`src/rtl/booth_pkg.sv`:
```
// Shared Booth multiplier definitions: resolver FSM states, default datapath
// sizes and the segment-count derivation.
package booth_pkg;

  typedef enum logic [1:0] {
    CSA_IDLE = 2'd0,
    CSA_ADD  = 2'd1,
    CSA_DONE = 2'd2
  } csa_res_state_t;

  localparam int unsigned CSA_WIDTH = 128;
  localparam int unsigned CSA_SEG   = 32;

  function automatic int unsigned csa_nseg(input int unsigned width, input int unsigned seg);
    return width / seg;
  endfunction

endpackage

```
`src/rtl/csa_seg_adder.sv`:
```
// One SEG-bit slice of the carry-propagate adder; the resolver reuses this
// slice every cycle with a registered carry between segments.
module csa_seg_adder #(
  parameter int unsigned SEG = 32
) (
  input  logic [SEG-1:0] a_i,
  input  logic [SEG-1:0] b_i,
  input  logic           cin_i,
  output logic [SEG-1:0] sum_o,
  output logic           cout_o
);

  assign {cout_o, sum_o} = {1'b0, a_i} + {1'b0, b_i} + {{SEG{1'b0}}, cin_i};

endmodule

```
`src/rtl/csa_resolver.sv`:
```
// Resolves a redundant (sum, carry) pair into one binary word, one SEG-bit
// segment per cycle. Define CSA_RESOLVER_EARLY_EXIT_EN to stop once the rest is zero.
//
//   state     | meaning
//   CSA_IDLE  | ready for a new operand pair
//   CSA_ADD   | adding segment k_q with the running carry c_q
//   CSA_DONE  | result held on out_data_o until out_ready_i
module csa_resolver
  import booth_pkg::*;
#(
  parameter int unsigned WIDTH = CSA_WIDTH,
  parameter int unsigned SEG   = CSA_SEG
) (
  input  logic             clk_i,
  input  logic             rst_n_i,
  input  logic             in_valid_i,
  output logic             in_ready_o,
  input  logic [WIDTH-1:0] in_sum_i,
  input  logic [WIDTH-1:0] in_carry_i,
  output logic             out_valid_o,
  input  logic             out_ready_i,
  output logic [WIDTH-1:0] out_data_o,
  output logic             out_cout_o,
  output logic             busy_o
);

  localparam int unsigned NSEG = csa_nseg(WIDTH, SEG);
  localparam int unsigned KW   = (NSEG > 1) ? $clog2(NSEG) : 1;
  localparam logic [KW-1:0] K_LAST = KW'(NSEG - 1);

  if (WIDTH % SEG != 0) begin : g_bad_seg
    $error("csa_resolver: WIDTH must be a multiple of SEG");
  end

  csa_res_state_t   state_q;
  logic [KW-1:0]    k_q;
  logic             c_q;
  logic [WIDTH-1:0] sum_q, carry_q, res_q, res_d;
  logic             cout_q, in_ready_q, out_valid_q, busy_q;

  logic [SEG-1:0]   seg_a, seg_b, seg_s;
  logic             seg_co, last_seg;

  // Select the current operand segment and splice the new sum into the result
  always_comb begin
    seg_a = '0;
    seg_b = '0;
    res_d = res_q;
    for (int j = 0; j < int'(NSEG); j++) begin
      if (k_q == KW'(j)) begin
        seg_a = sum_q[j*SEG +: SEG];
        seg_b = carry_q[j*SEG +: SEG];
        res_d[j*SEG +: SEG] = seg_s;
      end
    end
  end

  csa_seg_adder #(.SEG(SEG)) u_seg (
    .a_i    (seg_a),
    .b_i    (seg_b),
    .cin_i  (c_q),
    .sum_o  (seg_s),
    .cout_o (seg_co)
  );

`ifdef CSA_RESOLVER_EARLY_EXIT_EN
  logic hi_nz;
  always_comb begin
    hi_nz = 1'b0;
    for (int j = 0; j < int'(NSEG); j++) begin
      if (KW'(j) > k_q) hi_nz = hi_nz | (|(sum_q[j*SEG +: SEG] | carry_q[j*SEG +: SEG]));
    end
  end
  // No carry and nothing left above: remaining result bits are already zero
  assign last_seg = (k_q == K_LAST) || (!seg_co && !hi_nz);
`else
  assign last_seg = (k_q == K_LAST);
`endif

  always_ff @(posedge clk_i or negedge rst_n_i) begin
    if (!rst_n_i) begin
      state_q     <= CSA_IDLE;
      k_q         <= '0;
      c_q         <= 1'b0;
      sum_q       <= '0;
      carry_q     <= '0;
      res_q       <= '0;
      cout_q      <= 1'b0;
      in_ready_q  <= 1'b1;
      out_valid_q <= 1'b0;
      busy_q      <= 1'b0;
    end else begin
      case (state_q)
        CSA_IDLE: begin
          if (in_valid_i) begin
            sum_q      <= in_sum_i;
            carry_q    <= in_carry_i;
            res_q      <= '0;
            k_q        <= '0;
            c_q        <= 1'b0;
            cout_q     <= 1'b0;
            state_q    <= CSA_ADD;
            in_ready_q <= 1'b0;
            busy_q     <= 1'b1;
          end
        end
        CSA_ADD: begin
          res_q <= res_d;
          c_q   <= seg_co;
          k_q   <= k_q + KW'(1);
          if (last_seg) begin
            cout_q      <= seg_co;
            state_q     <= CSA_DONE;
            out_valid_q <= 1'b1;
          end
        end
        CSA_DONE: begin
          if (out_ready_i) begin
            state_q     <= CSA_IDLE;
            out_valid_q <= 1'b0;
            busy_q      <= 1'b0;
            in_ready_q  <= 1'b1;
          end
        end
        default: begin
          state_q     <= CSA_IDLE;
          out_valid_q <= 1'b0;
          busy_q      <= 1'b0;
          in_ready_q  <= 1'b1;
        end
      endcase
    end
  end

  assign in_ready_o  = in_ready_q;
  assign out_valid_o = out_valid_q;
  assign busy_o      = busy_q;
  assign out_data_o  = res_q;
  assign out_cout_o  = cout_q;

endmodule
```
`config.mk`:
```
export PLATFORM = sky130hd
export DESIGN_NAME = csa_resolver
export DESIGN_NICKNAME = d
export VERILOG_FILES = /design/src/rtl/booth_pkg.sv /design/src/rtl/csa_seg_adder.sv /design/src/rtl/csa_resolver.sv
export SDC_FILE = /design/constraint.sdc
export NUM_CORES = 1
export LEC_CHECK = 0
export CAP_MARGIN = 25
export CORE_UTILIZATION = 40
export CTS_CLUSTER_SIZE = 14
export DETAILED_ROUTE_END_ITERATION = 16
export HOLD_SLACK_MARGIN = 0.02
export PLACE_DENSITY = 0.62
export SYNTH_ARGS = -nofsm -noshare
export SYNTH_HDL_FRONTEND = slang
export SYNTH_SLANG_ARGS = --single-unit
```
`constraint.sdc`:
```
create_clock -name clk_i -period 4.7 [get_ports clk_i]
set_input_delay 0.94 -clock clk_i [delete_from_list [all_inputs] [get_ports clk_i]]
set_output_delay 0.94 -clock clk_i [all_outputs]
set_load 0.1 [all_outputs]
```
Yosys cells after proc, flatten, opt, wreduce, memory -nomap -nowiden
Cells that the tools add are included.

word-level totals
  bits in registers = 393
  input bits = 260

cells by class
  add/sub/neg operators = 3
  eq/ne operators = 11
  multiplexer cells = 31
  bitwise operators = 2
  reductions and logical operators = 12

operators by type and width
  cell                   number
  $mux W32               12
  $pmux W128 S2          1
  $mux W128              1
  $add A32 B32 Y33       1
  $add A33 B1 Y33        1
  $reduce_and A3 Y1      7
  $ne A2 B2 Y1 const B   6
  $pmux W1 S3            3
  $mux W2                4
  $eq A2 B2 Y1 const B   3
  $mux W1                6
  $pmux W2 S3            1
  $eq A2 B1 Y1 const B   2
  $logic_not A2 Y1       2
  $pmux W1 S2            2
  $pmux W2 S2            1
  $reduce_and A2 Y1      2
  $add A2 B1 Y2 const B  1
  $not A1 Y1             2
  $reduce_bool A2 Y1     1

Logic depth before layout (Yosys ltp)
  word-level depth = 9
  mapped depth = 21
  mapped depth without buffers = 19

By module
A second synthesis with hierarchy kept.

unflattened totals
  cells, all modules = 1647
  area, all modules = 19937.9 sq um

modules (own cells, without submodules)
  module         instances  cells each  area an instance (sq um)  sequential area each (sq um)
  csa_resolver   1          1410        18223.7                   9835.7
  csa_seg_adder  1          237         1714.1                    0.0

Least setup slack after synthesis
Ideal clock, no wire load.

  path type = flip-flop to flip-flop
  start point = reg k_q[0]
  end point = reg res_q[122] (netlist: out_data_o[122])
  data arrival time = 3.885 ns
  data required time = 4.577 ns
  setup slack = 0.692 ns
  stages on the path, launching flop included = 22
  path buffers = 2
  cell sequence = dfrtp_1 > inv_1 > ha_1 > clkbuf_1 > clkbuf_1 > nand2_1 > nor2_1 > a21oi_1 > nor2_1 > a21oi_1 > nor2_1 > a21oi_1 > fa_1 > fa_1 > nor2b_1 > o31ai_1 > a21oi_1 > a221o_1 > and2_4 > o2111ai_2 > a21o_1 > a32o_1

between the ends
  longest elaborated chain between the ends = 9
  elaborated cells on any way between the ends = 18
  those cells by class = add/sub: 2; eq/ne: 4; mux: 10; reduce/logical: 2

RTL lines
  element                   line                 RTL
  start: declaration        csa_resolver.sv:36   logic [KW-1:0] k_q;
  start signal: assignment  csa_resolver.sv:110  k_q <= k_q + KW'(1);
  $logic_not A2 Y1          csa_resolver.sv:50   if (k_q == KW'(j)) begin
  $mux W32 (4 in a row)     csa_resolver.sv:50
  $add A32 B32 Y33          csa_seg_adder.sv:13  assign {cout_o, sum_o} = {1'b0, a_i} + {1'b0, b_i} + {{SEG{1'b0}}, cin_i};
  $add A33 B1 Y33           csa_seg_adder.sv:13
  $mux W32                  csa_resolver.sv:50
  $pmux W128 S2             csa_resolver.sv:93   case (state_q)
  end signal: assignment    csa_resolver.sv:108  res_q <= res_d;
  end: declaration          csa_resolver.sv:38   logic [WIDTH-1:0] sum_q, carry_q, res_q, res_d;

Several ways; a longest one is shown, not always the timed one. The select of a mux whose other input is x is not followed.
A chain may end at the register's enable or synchronous reset.

Final worst setup path
  start point = reg k_q[1]
  end point = reg res_q[63] (netlist: out_data_o[63])

Same word-level chain as after synthesis.

==> flow_summary_export.csv <==
group,metric,value,unit
yosys,ys_top_cells_by_count,"nand2_1, dfrtp_1, a21oi_1, o21ai_0, nor2_1",
floorplanning,rows,78,
yosys,ys_async_sr_fraction,100,%
detailed_routing,firstDrtPassIters,5,
cts,cts-htree-levels,2,
place,gp_congestion,0.930,
timing,report.final.setup_viol,0,
timing,finalSetupTns,0,ps
timing,finalHoldViolations,0,
timing,slew-limit-headroom,27.9,%
outcome,status,"complete, no violations",
yosys,synth_most_common_cell,"nand2_1",
detailed_routing,drc,0,
worst_setup_path,cp_max_fo,33,
worst_setup_path,reg2reg_to,"out_data_o[63]$_DFFE_PN0P_",
worst_setup_path,cp_data_arrival_time,4900,ps
detailed_routing,top_layer,"met4",
detailed_routing,vias,16900,
yosys,synth_mux_area_share,0.216,%
floorplanning,die_y,217,µm
worst_setup_path,reg2reg_from,"k_q[1]$_DFFE_PN0P_",
yosys,ys_seq_area_share,53.0,%
worst_hold_path,hold_path_class,"primary input to asynchronous set/reset pin",
cts,cts_hold_buffers,0,
yosys,syn-num-nets,2608,
yosys,ys_ff_latch,393,
worst_setup_path,path_class,"flop to flop",
detailed_routing,drtAntennaViolNets,0,
worst_setup_path,endpoint_kind,"flop",
power,p_leak,0.0119,µW
global_route,grt_usage,25.9,%
floorplanning,dieArea,0.0472,mm²
yosys,ys_warn_count,0,
finish,nets,2937,
global_route,grt_overflow,0,
power,peakVddDrop,0.608,mV
timing,rsz0062_at_grt,"no",
cts,clkTransAtPathRegs,60,ps
timing,fmax,0.226,GHz
floorplanning,core_area,0.0456,mm²
timing,tightest_slew,1080,ps
detailed_routing,wl,60900,µm
floorplanning,ioPinCount,392,
worst_setup_path,cp_num_buf_inv,3,
yosys,synth_compound_area_share,13.7,%
yosys,netlist.area_leader.share,52.9,%
detailed_routing,routedWlPerCell,18.6,µm
worst_setup_path,r2r.worst_path.cells,18,
timing,finalClockSkew,17.4,ps
yosys,synth-simple-area-share,26.2,%
cts,cts_num_sinks,393,
global_route,grt_pass1_wl,94400,µm
place,port_buffers,391,
detailed_routing,viasPerCell,5.15,
timing,period_share,94.1,%
timing,postLayoutSetupSlackWorst,276,ps
cts,cts_buffer_depth,3,
cts,clock_latency,590,ps
floorplanning,fp.dieW,217,µm
detailed_routing,wl_met3,3540,µm
yosys,synth-main-ff-cell,"dfrtp_1",
yosys,synth_largest_area_cell,"dfrtp_1",
power,powerDensity,877,mW/mm²
worst_setup_path,crit_family,"compound AO/OA/AOI/OAI gates",
worst_setup_path,crit_required,5180,ps
cts,clockRootBuffer,"clkbuf_16",
worst_setup_path,start_kind,"flop",
global_route,grt_max_degree,177,
yosys,ys_types,54,
yosys,synth_edf_count,0,
place,place_ws,202,ps
floorplanning,initial_core_util,40.7,%
yosys,synthXorXnorAreaFrac,0.992,%
detailed_routing,drt-initial-drc-count,1533,
cts,cts_tree,"yes",
detailed_routing,met1_length,29600,µm
cts,cts_buffers,42,
global_route,antenna_found_initial,1,
finish,syn2layout_area_growth,33.3,%
worst_setup_path,startpoint,"k_q[1]$_DFFE_PN0P_",
timing,post-route-min-period,4420,ps
global_route,grt_pass1_vias,16300,
yosys,synth_area,0.0185,mm²
worst_setup_path,r2r_slack,280,ps
yosys,synth_fa_ha_area_share,2.58,%
place,hpwl,45200,µm
flow_run,cap_violations,0,
detailed_routing,wl_met2,26700,µm
yosys,postSynthCellCount,2311,
worst_setup_path,crit_slowest_cell,"ha_2",
yosys,synthTopCellsByArea,"dfrtp_1, nand2_1, a21oi_1, o21ai_0, nor2_1",
finish,fillers,4300,
finish,drive_above_1_share,4.91,%
yosys,synth_top_family_by_area,"simple AND/OR/NAND/NOR gates",
yosys,post_synth.cell_area_avg,8.02,µm²
timing,slew_violations,0,
worst_setup_path,slowest_delay,460,ps
worst_setup_path,crit_chain,"inv_1 -> ha_4 -> buf_12 -> buf_4 -> nor2_1 -> a21oi_1 -> nor2_1 -> a21oi_1 -> o21ai_0 -> ha_2 -> and4_1 -> nor2b_1 -> o211ai_1 -> a211o_1 -> o21ba_2 -> o31ai_1 -> a21oi_2 -> o21ai_0",
[registers in the layout, summed over array words and instances (netlist names)]
name         count
out_data_o     128
busy_o           1
c_q              1
out_cout_o       1
in_ready_o       1
state_q          2
out_valid_o      1
carry_q        128
k_q              2
sum_q          128
[repair_timing]
item,CTS,global route
gates resized for setup,0,6
setup endpoints to repair,0,28
buffers inserted,0,1
[power by group]
group          switching (µW)  internal, µW  total (µW)
Combinational            8740          3650       12400
Sequential                908          4860        5770
Clock                    1400          2110        3510
[worst reg2reg max path, stage by stage (launching register included)]
cell	delay [ps]
dfrtp_1	450
inv_1	160
ha_4	260
buf_12	220
buf_4	190
nor2_1	50
a21oi_1	130
nor2_1	60
a21oi_1	260
o21ai_0	190
ha_2	460
and4_1	230
nor2b_1	220
o211ai_1	220
a211o_1	340
o21ba_2	240
o31ai_1	300
a21oi_2	130
o21ai_0	190
[placed cells by master, fill, tap and decap left out, types with 23 or more instances in the layout]
cell type	synthesis	final
clkbuf_16	0	43
dfrtp_1	392	392
buf_4	0	23
nor2_1	153	148
a21oi_1	173	171
clkdlybuf4s50_1	0	390
a22o_1	28	28
ha_1	35	29
o21ai_0	173	173
nand2_1	1031	1031
[worst max path at each step]
stage | cells past startpoint | slack [ps] | endpoint
3_3_place_gp | 18 | 210 | out_data_o[127]$_DFFE_PN0P_
3_5_place_dp | 18 | 200 | out_data_o[127]$_DFFE_PN0P_
2_1_floorplan | 21 | 690 | out_data_o[122]$_DFFE_PN0P_
4_1_cts | 18 | 110 | out_data_o[63]$_DFFE_PN0P_
5_1_grt | 18 | 30 | out_data_o[27]$_DFFE_PN0P_
6_report | 18 | 280 | out_data_o[63]$_DFFE_PN0P_
[through the flow]
step	power, µW	hold slack, ps	util [%]	area (µm²)	std cells
detailed placement	18100	462	50.9	23200	3195
floorplan	14000	446	-	18500	2311
global route	23100	465	54.2	24700	3271
finish	21700	407	54.2	24700	3271
CTS	21700	431	54.1	24700	3269
global placement	17900	458	50.8	23100	3192
[cells by family (layout without fill, tap and decap cells)]
logic type	Yosys count	in the layout
AO/OA/AOI/OAI	444	444
XOR/XNOR	21	21
adder cells (fa/ha/maj)	37	37
buffers and inverters	161	520
flip-flops	393	393
multiplexers	4	4
other	0	1
AND/OR/NAND/NOR	1251	1251
[layer usage]
layer  global-route usage, %  vias up
met5                       0        -
met4                    5.59        0
met3                    3.62       69
met2                    38.8      557
met1                    39.5     8057
li1                        -     8172
[layout make-up]
class                           instances  area [µm²]  area share [%]
Antenna cell                            1        2.50          0.0101
Clock buffer                           61        1240            5.03
Clock inverter                         13         218           0.881
Inverter                               17        63.8           0.258
Multi-Input combinational cell       1757        8200            33.2
Sequential cell                       393        9840            39.8
Tap cell                              600         751            3.04
Timing Repair Buffer                  429        4390            17.8
Power figures use the tool's default switching activity.
